`config.mk`:
```
export PLATFORM = sky130hd
export DESIGN_NAME = dmem_arbiter_flat
export DESIGN_NICKNAME = d
export VERILOG_FILES = /design/src/rtl/dmem_pkg.sv /design/src/rtl/dmem_arbiter_if.sv /design/src/rtl/rr_arb2.sv /design/src/rtl/dmem_arbiter.sv /design/src/flat_wrapper.sv
export SDC_FILE = /design/constraint.sdc
export NUM_CORES = 1
export LEC_CHECK = 0
export BUFFER_PORTS_ARGS = -buffer_cell sky130_fd_sc_hd__buf_2
export CAP_MARGIN = 20
export CORE_MARGIN = 5
export CORE_UTILIZATION = 37
export CTS_CLUSTER_DIAMETER = 200
export CTS_CLUSTER_SIZE = 30
export DETAILED_ROUTE_END_ITERATION = 8
export GPL_TIMING_DRIVEN = 0
export PLACE_DENSITY = 0.86
export SKIP_LAST_GASP = 1
export SLEW_MARGIN = 20
export SYNTH_ARGS = -nofsm -noshare
export SYNTH_HDL_FRONTEND = slang
export SYNTH_SLANG_ARGS = --single-unit
```
`constraint.sdc`:
```
create_clock -name clk -period 1.3 [get_ports clk]
set_input_delay 0 -clock clk [delete_from_list [all_inputs] [get_ports clk]]
set_output_delay 0 -clock clk [all_outputs]
set_load 0.005 [all_outputs]
```
`src/rtl/dmem_pkg.sv`:
```
// dmem_pkg: shared definitions for the dual-PE data-memory arbiter.
//   - default data / word-address widths
//   - round-robin priority state encoding
//   - PE identifiers used to tag outstanding loads
package dmem_pkg;

  localparam int DMEM_DATA_W = 32;
  localparam int DMEM_MEM_AW = 10;

  typedef enum logic {
    PRI1 = 1'b0,
    PRI2 = 1'b1
  } pri_e;

  localparam logic PE1 = 1'b0;
  localparam logic PE2 = 1'b1;

endpackage

```
`src/rtl/dmem_arbiter_if.sv`:
```
// dmem_arbiter_if: bundles both PE request ports and the single-port memory
// side of the arbiter.
//   slave  : arbiter view (takes requests + mem read data, drives the rest)
//   master : environment view (PEs and memory)
interface dmem_arbiter_if
  import dmem_pkg::*;
#(
  parameter int DATA_W = DMEM_DATA_W,
  parameter int MEM_AW = DMEM_MEM_AW
);

  logic              req1_i,    req2_i;
  logic              we1_i,     we2_i;
  logic [31:0]       addr1_i,   addr2_i;
  logic [DATA_W-1:0] wdata1_i,  wdata2_i;
  logic              gnt1_o,    gnt2_o;
  logic              stall1_o,  stall2_o;
  logic              rvalid1_o, rvalid2_o;
  logic [DATA_W-1:0] rdata1_o,  rdata2_o;
  logic              mem_en_o;
  logic              mem_we_o;
  logic [MEM_AW-1:0] mem_addr_o;
  logic [DATA_W-1:0] mem_wdata_o;
  logic [DATA_W-1:0] mem_rdata_i;

  modport slave (
    input  req1_i, req2_i, we1_i, we2_i, addr1_i, addr2_i,
           wdata1_i, wdata2_i, mem_rdata_i,
    output gnt1_o, gnt2_o, stall1_o, stall2_o, rvalid1_o, rvalid2_o,
           rdata1_o, rdata2_o, mem_en_o, mem_we_o, mem_addr_o, mem_wdata_o
  );

  modport master (
    output req1_i, req2_i, we1_i, we2_i, addr1_i, addr2_i,
           wdata1_i, wdata2_i, mem_rdata_i,
    input  gnt1_o, gnt2_o, stall1_o, stall2_o, rvalid1_o, rvalid2_o,
           rdata1_o, rdata2_o, mem_en_o, mem_we_o, mem_addr_o, mem_wdata_o
  );

endinterface

```
`src/rtl/rr_arb2.sv`:
```
// rr_arb2: two-input round-robin grant with its priority register.
//   clk, rst_n     : clock, async active-low reset
//   i_req1, i_req2 : requests
//   o_gnt1, o_gnt2 : combinational one-hot (or zero) grant
//
// state | meaning
// PRI1  | PE1 wins a conflict
// PRI2  | PE2 wins a conflict
module rr_arb2
  import dmem_pkg::*;
(
  input  logic clk,
  input  logic rst_n,
  input  logic i_req1,
  input  logic i_req2,
  output logic o_gnt1,
  output logic o_gnt2
);

  pri_e r_state;
  pri_e w_state_nxt;

  always_ff @(posedge clk or negedge rst_n) begin
    if (!rst_n) r_state <= PRI1;
    else        r_state <= w_state_nxt;
  end

  always_comb begin
    o_gnt1      = 1'b0;
    o_gnt2      = 1'b0;
    w_state_nxt = r_state;
    if (i_req1 && (!i_req2 || r_state == PRI1)) o_gnt1 = 1'b1;
    else if (i_req2)                            o_gnt2 = 1'b1;
    // Winner hands priority to the other PE; idle cycles keep it.
    if (o_gnt1)      w_state_nxt = PRI2;
    else if (o_gnt2) w_state_nxt = PRI1;
  end

endmodule

```
`src/rtl/dmem_arbiter.sv`:
```
// dmem_arbiter: serialises PE1/PE2 load/store requests onto one single-port
// synchronous data memory with round-robin priority and routes load data back
// to the issuing PE one cycle after its grant.
//   clk, rst : clock, async active-low reset
//   bus      : dmem_arbiter_if.slave (PE request/response + memory port)
//   grant1_cnt_o, grant2_cnt_o, conflict_cnt_o : 32-bit event counters,
//              present only when DMEM_ARB_STATS_EN is defined
module dmem_arbiter
  import dmem_pkg::*;
#(
  parameter int DATA_W = DMEM_DATA_W,
  parameter int MEM_AW = DMEM_MEM_AW
) (
  input  logic              clk,
  input  logic              rst,
  dmem_arbiter_if.slave     bus
`ifdef DMEM_ARB_STATS_EN
  ,
  output logic [31:0]       grant1_cnt_o,
  output logic [31:0]       grant2_cnt_o,
  output logic [31:0]       conflict_cnt_o
`endif
);

  logic              w_req1, w_req2;
  logic              w_gnt1, w_gnt2;
  logic              w_mem_en, w_mem_we;
  logic [MEM_AW-1:0] w_mem_addr;
  logic [DATA_W-1:0] w_mem_wdata;
  logic              w_rvalid1, w_rvalid2;
  logic              w_unused_addr;

  logic              r_rd_pend;
  logic              r_rd_owner;
  logic [DATA_W-1:0] r_rdata1, r_rdata2;

  // Requests are masked during reset so every output sits at its reset value.
  assign w_req1 = bus.req1_i & rst;
  assign w_req2 = bus.req2_i & rst;

  rr_arb2 u_arb (
    .clk    (clk),
    .rst_n  (rst),
    .i_req1 (w_req1),
    .i_req2 (w_req2),
    .o_gnt1 (w_gnt1),
    .o_gnt2 (w_gnt2)
  );

  always_comb begin
    w_mem_we    = 1'b0;
    w_mem_addr  = '0;
    w_mem_wdata = '0;
    if (w_gnt1) begin
      w_mem_we    = bus.we1_i;
      w_mem_addr  = bus.addr1_i[MEM_AW+1:2];
      w_mem_wdata = bus.wdata1_i;
    end else if (w_gnt2) begin
      w_mem_we    = bus.we2_i;
      w_mem_addr  = bus.addr2_i[MEM_AW+1:2];
      w_mem_wdata = bus.wdata2_i;
    end
  end

  assign w_mem_en = w_gnt1 | w_gnt2;

  // Byte-lane and above-depth address bits are ignored, so addresses alias.
  assign w_unused_addr = ^{bus.addr1_i[31:MEM_AW+2], bus.addr1_i[1:0],
                           bus.addr2_i[31:MEM_AW+2], bus.addr2_i[1:0]};

  always_ff @(posedge clk or negedge rst) begin
    if (!rst) begin
      r_rd_pend  <= 1'b0;
      r_rd_owner <= PE1;
      r_rdata1   <= '0;
      r_rdata2   <= '0;
    end else begin
      r_rd_pend  <= w_mem_en & ~w_mem_we;
      r_rd_owner <= w_gnt2 ? PE2 : PE1;
      if (w_rvalid1) r_rdata1 <= bus.mem_rdata_i;
      if (w_rvalid2) r_rdata2 <= bus.mem_rdata_i;
    end
  end

  assign w_rvalid1 = r_rd_pend & (r_rd_owner == PE1);
  assign w_rvalid2 = r_rd_pend & (r_rd_owner == PE2);

  // The owner sees memory data directly in its rvalid cycle; the other PE
  // keeps showing whatever it last received.
  assign bus.rdata1_o    = w_rvalid1 ? bus.mem_rdata_i : r_rdata1;
  assign bus.rdata2_o    = w_rvalid2 ? bus.mem_rdata_i : r_rdata2;
  assign bus.rvalid1_o   = w_rvalid1;
  assign bus.rvalid2_o   = w_rvalid2;
  assign bus.gnt1_o      = w_gnt1;
  assign bus.gnt2_o      = w_gnt2;
  assign bus.stall1_o    = w_req1 & ~w_gnt1;
  assign bus.stall2_o    = w_req2 & ~w_gnt2;
  assign bus.mem_en_o    = w_mem_en;
  assign bus.mem_we_o    = w_mem_we;
  assign bus.mem_addr_o  = w_mem_addr;
  assign bus.mem_wdata_o = w_mem_wdata;

`ifdef DMEM_ARB_STATS_EN
  logic [31:0] r_grant1_cnt, r_grant2_cnt, r_conflict_cnt;

  always_ff @(posedge clk or negedge rst) begin
    if (!rst) begin
      r_grant1_cnt   <= '0;
      r_grant2_cnt   <= '0;
      r_conflict_cnt <= '0;
    end else begin
      if (w_gnt1)           r_grant1_cnt   <= r_grant1_cnt + 32'd1;
      if (w_gnt2)           r_grant2_cnt   <= r_grant2_cnt + 32'd1;
      if (w_req1 && w_req2) r_conflict_cnt <= r_conflict_cnt + 32'd1;
    end
  end

  assign grant1_cnt_o   = r_grant1_cnt;
  assign grant2_cnt_o   = r_grant2_cnt;
  assign conflict_cnt_o = r_conflict_cnt;
`endif

endmodule

```
`src/flat_wrapper.sv`:
```
// flat-port wrapper written by rule: the top's interface ports become plain ports
module dmem_arbiter_flat import dmem_pkg::*;
#(
  parameter int DATA_W = DMEM_DATA_W,
  parameter int MEM_AW = DMEM_MEM_AW
)
  (clk, rst, bus_req1_i, bus_req2_i, bus_we1_i, bus_we2_i, bus_addr1_i, bus_addr2_i, bus_wdata1_i, bus_wdata2_i, bus_mem_rdata_i, bus_gnt1_o, bus_gnt2_o, bus_stall1_o, bus_stall2_o, bus_rvalid1_o, bus_rvalid2_o, bus_rdata1_o, bus_rdata2_o, bus_mem_en_o, bus_mem_we_o, bus_mem_addr_o, bus_mem_wdata_o);
  dmem_arbiter_if #(.DATA_W(DATA_W), .MEM_AW(MEM_AW)) bus_i ();
  input  logic clk;
  input  logic rst;
  input wire logic [$bits(bus_i.req1_i)-1:0] bus_req1_i;
  input wire logic [$bits(bus_i.req2_i)-1:0] bus_req2_i;
  input wire logic [$bits(bus_i.we1_i)-1:0] bus_we1_i;
  input wire logic [$bits(bus_i.we2_i)-1:0] bus_we2_i;
  input wire logic [$bits(bus_i.addr1_i)-1:0] bus_addr1_i;
  input wire logic [$bits(bus_i.addr2_i)-1:0] bus_addr2_i;
  input wire logic [$bits(bus_i.wdata1_i)-1:0] bus_wdata1_i;
  input wire logic [$bits(bus_i.wdata2_i)-1:0] bus_wdata2_i;
  input wire logic [$bits(bus_i.mem_rdata_i)-1:0] bus_mem_rdata_i;
  output wire logic [$bits(bus_i.gnt1_o)-1:0] bus_gnt1_o;
  output wire logic [$bits(bus_i.gnt2_o)-1:0] bus_gnt2_o;
  output wire logic [$bits(bus_i.stall1_o)-1:0] bus_stall1_o;
  output wire logic [$bits(bus_i.stall2_o)-1:0] bus_stall2_o;
  output wire logic [$bits(bus_i.rvalid1_o)-1:0] bus_rvalid1_o;
  output wire logic [$bits(bus_i.rvalid2_o)-1:0] bus_rvalid2_o;
  output wire logic [$bits(bus_i.rdata1_o)-1:0] bus_rdata1_o;
  output wire logic [$bits(bus_i.rdata2_o)-1:0] bus_rdata2_o;
  output wire logic [$bits(bus_i.mem_en_o)-1:0] bus_mem_en_o;
  output wire logic [$bits(bus_i.mem_we_o)-1:0] bus_mem_we_o;
  output wire logic [$bits(bus_i.mem_addr_o)-1:0] bus_mem_addr_o;
  output wire logic [$bits(bus_i.mem_wdata_o)-1:0] bus_mem_wdata_o;
  assign bus_i.req1_i = bus_req1_i;
  assign bus_i.req2_i = bus_req2_i;
  assign bus_i.we1_i = bus_we1_i;
  assign bus_i.we2_i = bus_we2_i;
  assign bus_i.addr1_i = bus_addr1_i;
  assign bus_i.addr2_i = bus_addr2_i;
  assign bus_i.wdata1_i = bus_wdata1_i;
  assign bus_i.wdata2_i = bus_wdata2_i;
  assign bus_i.mem_rdata_i = bus_mem_rdata_i;
  assign bus_gnt1_o = bus_i.gnt1_o;
  assign bus_gnt2_o = bus_i.gnt2_o;
  assign bus_stall1_o = bus_i.stall1_o;
  assign bus_stall2_o = bus_i.stall2_o;
  assign bus_rvalid1_o = bus_i.rvalid1_o;
  assign bus_rvalid2_o = bus_i.rvalid2_o;
  assign bus_rdata1_o = bus_i.rdata1_o;
  assign bus_rdata2_o = bus_i.rdata2_o;
  assign bus_mem_en_o = bus_i.mem_en_o;
  assign bus_mem_we_o = bus_i.mem_we_o;
  assign bus_mem_addr_o = bus_i.mem_addr_o;
  assign bus_mem_wdata_o = bus_i.mem_wdata_o;
  dmem_arbiter #(.DATA_W(DATA_W), .MEM_AW(MEM_AW)) u_core (.clk(clk), .rst(rst), .bus(bus_i));
endmodule
```
Word level (Yosys, flattened, before mapping)
Index checks and enable logic that the tools add are counted.
Widths: inputs -> output; s select.
Storage, ports and cells
  register bits after elaboration: 67
  input port bits: 166
  output and inout port bits: 114
  logic and storage cells: 36
Operators by class
  mux-type cells: 14
  bitwise operators: 13
  reductions and logical operators: 4
Operators with widths (count)
  $mux 32: 4
  $mux 10: 2
  $mux 1: 8
  $and 1x1->1: 7
  $not 1->1: 5
  $reduce_bool 2->1: 1
  $logic_and 1x1->1: 1
  $logic_not 1->1: 1
  $logic_or 1x1->1: 1
  $or 1x1->1: 1

Logic depth before layout (Yosys ltp)
  word-level depth: 9
  mapped depth: 4
  gate-level depth less buffers: 2

By module
From an unflattened synthesis, not the netlist that was laid out.
Unflattened totals
  cell total of the unflattened synthesis: 211
  area total of the unflattened synthesis: 3148.0 um2
Modules (own cells, without submodules)
  dmem_arbiter: times used 1, cells each 205, area an instance 3094.2 um2, seq. area each 1651.6 um2
  rr_arb2: times used 1, cells each 6, area an instance 53.8 um2, seq. area each 25.0 um2

Worst setup path after synthesis
OpenSTA, ideal clock, no wires.
  path type: register to register
  start: register u_core.r_rd_owner
  end: register u_core.r_rdata1[10]
  library setup time: 130 ps
  arrival time: 1094 ps
  required time: 1170 ps
  path slack: 76 ps
  stages on the path, launching flop included: 5
  buffers on the path: 2
  period minus slack after synthesis: 1224 ps
  cell sequence: dfrtp_1 nor2b_4 buf_6 buf_6 mux2_4
On the way
  cells in the longest elaborated chain, start to end: 3
RTL lines
  start: declaration: RTL line dmem_arbiter.sv:34  | logic r_rd_owner;
  start signal: assignment: RTL line dmem_arbiter.sv:79  | r_rd_owner <= w_gnt2 ? PE2 : PE1;
  $not 1->1: RTL line dmem_arbiter.sv:85  | assign w_rvalid1 = r_rd_pend & (r_rd_owner == PE1);
  $and 1x1->1: RTL line dmem_arbiter.sv:85
  $mux 32
  named net bus_rdata1_o[10]: RTL line flat_wrapper.sv:26  | output wire logic [$bits(bus_i.rdata1_o)-1:0] bus_rdata1_o;
  end signal: assignment: RTL line dmem_arbiter.sv:80  | if (w_rvalid1) r_rdata1 <= bus.mem_rdata_i;
  end: declaration: RTL line dmem_arbiter.sv:35  | logic [DATA_W-1:0] r_rdata1, r_rdata2;
The timed path passes the listed nets, and every way through them passes these cells.
A chain may end at the register's enable or synchronous reset.

Worst setup path after layout
  start: register u_core.r_rd_owner
  end: output port bus_rdata2_o[21]
On the way
  cells in the longest elaborated chain, start to end: 2
RTL lines
  $and 1x1->1: RTL line dmem_arbiter.sv:86  | assign w_rvalid2 = r_rd_pend & (r_rd_owner == PE2);
  $mux 32: RTL line dmem_arbiter.sv:91  | assign bus.rdata2_o = w_rvalid2 ? bus.mem_rdata_i : r_rdata2;
  end: declaration: RTL line flat_wrapper.sv:27  | output wire logic [$bits(bus_i.rdata2_o)-1:0] bus_rdata2_o;
No other way between the ends.

==> impl_metrics.json <==
{
  "insertion_delay_ps": 340,
  "outcome": "finished, violations left",
  "timing.reg2reg.setup_slack_ps": -120,
  "setup_viol": 120,
  "row_count": 37,
  "final.setup_skew_ps": 14.8,
  "cts_buffers": 9,
  "grt_start_max_net_pins": 36,
  "max-slew-margin-rel": 0.608,
  "worstSetupStartpointType": "flop",
  "netlist_area_sq_um": 3870,
  "gp_congestion": 0.921,
  "worstSetupPathType": "reg -> out",
  "report.final.hold_viol_count": 0,
  "die_h_microns": 112,
  "nNetsFinal": 795,
  "finalWirelength_microns": 15500,
  "htreeDepth": 3,
  "post_synth_num_cell_types": 22,
  "layout_worst_path_cycle_share": 1.27,
  "floorplan.io_pins": 280,
  "post_layout_nonfiller_instances": 773,
  "fin_ws_ps": -357,
  "drive_above_1_share": 0.685,
  "synth-warning-count": 0,
  "cap_viol_max_count": 0,
  "min_period_ps": 1660,
  "ys_seq_area_frac": 0.434,
  "dr.first_iter.drc_count": 212,
  "critPathMaxFanout": 10,
  "endpoint_kind": "output port",
  "die-area_sq_um": 12600,
  "syn-instance-count": 310,
  "layout_common_cells": "sky130_fd_sc_hd__buf_2, sky130_fd_sc_hd__nand2_1, sky130_fd_sc_hd__dfrtp_1",
  "grt_antenna_before_repair": 3,
  "detail_route.drc_violations": 0,
  "grt_pass1_wl_microns": 22300,
  "place.detailed.instances": 682,
  "post-route-util": 0.670,
  "viasPerCell": 5.18,
  "netSwitchingPower_mw": 2.78,
  "dpl.hpwl_microns": 9730,
  "timing.hold.ws_ps": 108,
  "clock-root-buffer": "sky130_fd_sc_hd__clkbuf_8",
  "max_freq_ghz": 0.603,
  "synth_seq_cells": 67,
  "intPower_mw": 5.86,
  "timing.critical_path.arrival_ps": 1660,
  "clock_sink_count": 67,
  "dr_total_vias": 4003,
  "hold_class": "in -> reg",
  "slew_viol_final": 0,
  "p_per_area_nw_per_um2": 1250,
  "core_sq_um": 10300,
  "clkSlewWorstSetupHoldPaths_ps": 70,
  "clockBufferDepth": 2,
  "portBuffers": 235,
  "switching_share": 0.322,
  "grt.overflow.total": 0,
  "power_leakage_nw": 3.26,
  "avgSynthCellArea_sq_um": 12.5,
  "grt_util_all_layers": 0.218,
  "sequential_fraction_of_design_power": 0.340,
  "failed_checks": "setup timing",
  "power.combinational.fraction": 0.450,
  "syn-num-nets": 476,
  "per_cell_routed_wire_length_microns": 20.1,
  "timing_worst_slew_pin_value_ps": 588,
  "length_of_the_first_detailed_routing_pass_in_iterations": 4,
  "chipWidth_microns": 112,
  "pwr-share-clk": 0.210,
  "cts_tree": "done",
  "vdd.ir_drop.worst_mv": 0.702,
  "unrepaired_setup_endpoints_after_global_routing": "yes",
  "number_of_global_route_vias_before_repair": 4328,
  "area.growth.synth_to_final_pct": 78.1,
  "route.antenna.remaining_nets": 0,
  "effective_utilization_at_floorplan": 0.376,
  "worst_ep_required_time_ps": 1300,
  "final_common_cell": "sky130_fd_sc_hd__buf_2"
}
-- logic make-up (layout without fill, tap and decap cells) --
logic type,after synthesis,count (layout),share of synthesized area
flops,67,67,0.434
simple gates,97,97,0.101
other cells,0,3,0
compound gates,48,49,0.182
buf+inv,34,357,0.0689
mux,64,64,0.214
-- synthesized netlist by cell type --
cell type                  instances  area [sq um]
sky130_fd_sc_hd__a21bo_2           1          10.0
sky130_fd_sc_hd__a21oi_1           2          10.0
sky130_fd_sc_hd__and3_1            1          6.26
sky130_fd_sc_hd__buf_2             6          30.0
sky130_fd_sc_hd__buf_4             7          52.6
sky130_fd_sc_hd__buf_6            14           158
sky130_fd_sc_hd__clkbuf_1          4          15.0
sky130_fd_sc_hd__dfrtp_1          67          1680
sky130_fd_sc_hd__inv_1             2          7.51
sky130_fd_sc_hd__inv_2             1          3.75
sky130_fd_sc_hd__mux2_2           35           394
sky130_fd_sc_hd__mux2_4           29           435
sky130_fd_sc_hd__nand2_1          88           330
sky130_fd_sc_hd__nand2_2           1          6.26
sky130_fd_sc_hd__nand2b_1          2          12.5
sky130_fd_sc_hd__nor2_1            1          3.75
sky130_fd_sc_hd__nor2b_1           1          6.26
sky130_fd_sc_hd__nor2b_4           1          13.8
sky130_fd_sc_hd__nor3_1            2          10.0
sky130_fd_sc_hd__o21a_1            1          7.51
sky130_fd_sc_hd__o32ai_1           5          43.8
sky130_fd_sc_hd__o32ai_2          39           634
-- state kept, by name (all words and copies together) (netlist names) --
name	flops
u_core.r_rdata1	32
u_core.u_arb.r_state	1
u_core.r_rd_owner	1
u_core.r_rdata2	32
u_core.r_rd_pend	1
-- path summary, 6_finish.rpt --
kind	depth (start not counted)	start	endpoint
worst max-delay path	4	u_core.r_rd_owner	bus_rdata2_o[21]
worst min-delay path	3	bus_req2_i	u_core.u_arb.r_state
worst max register to register	5	u_core.r_rd_owner	u_core.r_rdata1[6]
worst min register to register	1	u_core.r_rdata1[2]	u_core.r_rdata1[2]
max in group asynchronous	4	rst	u_core.u_arb.r_state
min in group asynchronous	3	rst	u_core.r_rdata2[13]
-- area by class of cell --
class	instances	area [sq um]
clock buffer	9	124
timing repair buffer	309	2170
buffer	29	332
inverter	3	13.8
antenna	3	7.51
tap	136	170
clock inverter	7	83.8
sequential	67	1680
fill	705	3390
multi-input combinational	210	2310
-- metal layers --
metal	part of all wire	routed length [microns]	global-route usage	vias up
li1	-	-	-	1759
met4	0.042	651	0.0889	0
met2	0.51	7960	0.402	247
met5	0	0	0	-
met3	0.077	1190	0.0485	57
met1	0.37	5740	0.239	1940
-- metrics by stage --
step	cell area, sq um	power, mW	worst slack (ps)	setup TNS [ps]
global placement	5210	5.57	-1000	-47050
CTS	6460	8.14	-380	-36060
detailed placement	5240	5.72	-232	-8710
finish	6890	8.64	-357	-34430
floorplan	3870	4.42	76.3	0
global route	6890	9.09	-420	-42840
-- worst max-delay path, stage by stage, from the launching register on --
cell and delay (ps):
sky130_fd_sc_hd__dfrtp_1 420, sky130_fd_sc_hd__nand2_2 200, sky130_fd_sc_hd__buf_6 190, sky130_fd_sc_hd__mux2_2 380, sky130_fd_sc_hd__buf_2 140
-- power by group through the flow --
stage,Combinational (mW),Clock [mW],Sequential (mW)
floorplan,1.56,0,2.86
global placement,2.69,0,2.88
detailed placement,2.80,0,2.92
CTS,3.42,1.84,2.89
global route,4.15,1.96,2.98
finish,3.89,1.82,2.93
-- repair_timing --
action                                  in CTS  in global routing
cloned                                       8                  5
gates resized for setup                     55                 52
hold endpoints to repair                   133                  0
hold buffers                                37                  0
setup buffers                               17                 16
pin swaps                                   42                  9
endpoints found under the setup margin     146                157
No activity file was read; power rests on OpenSTA's default activity.
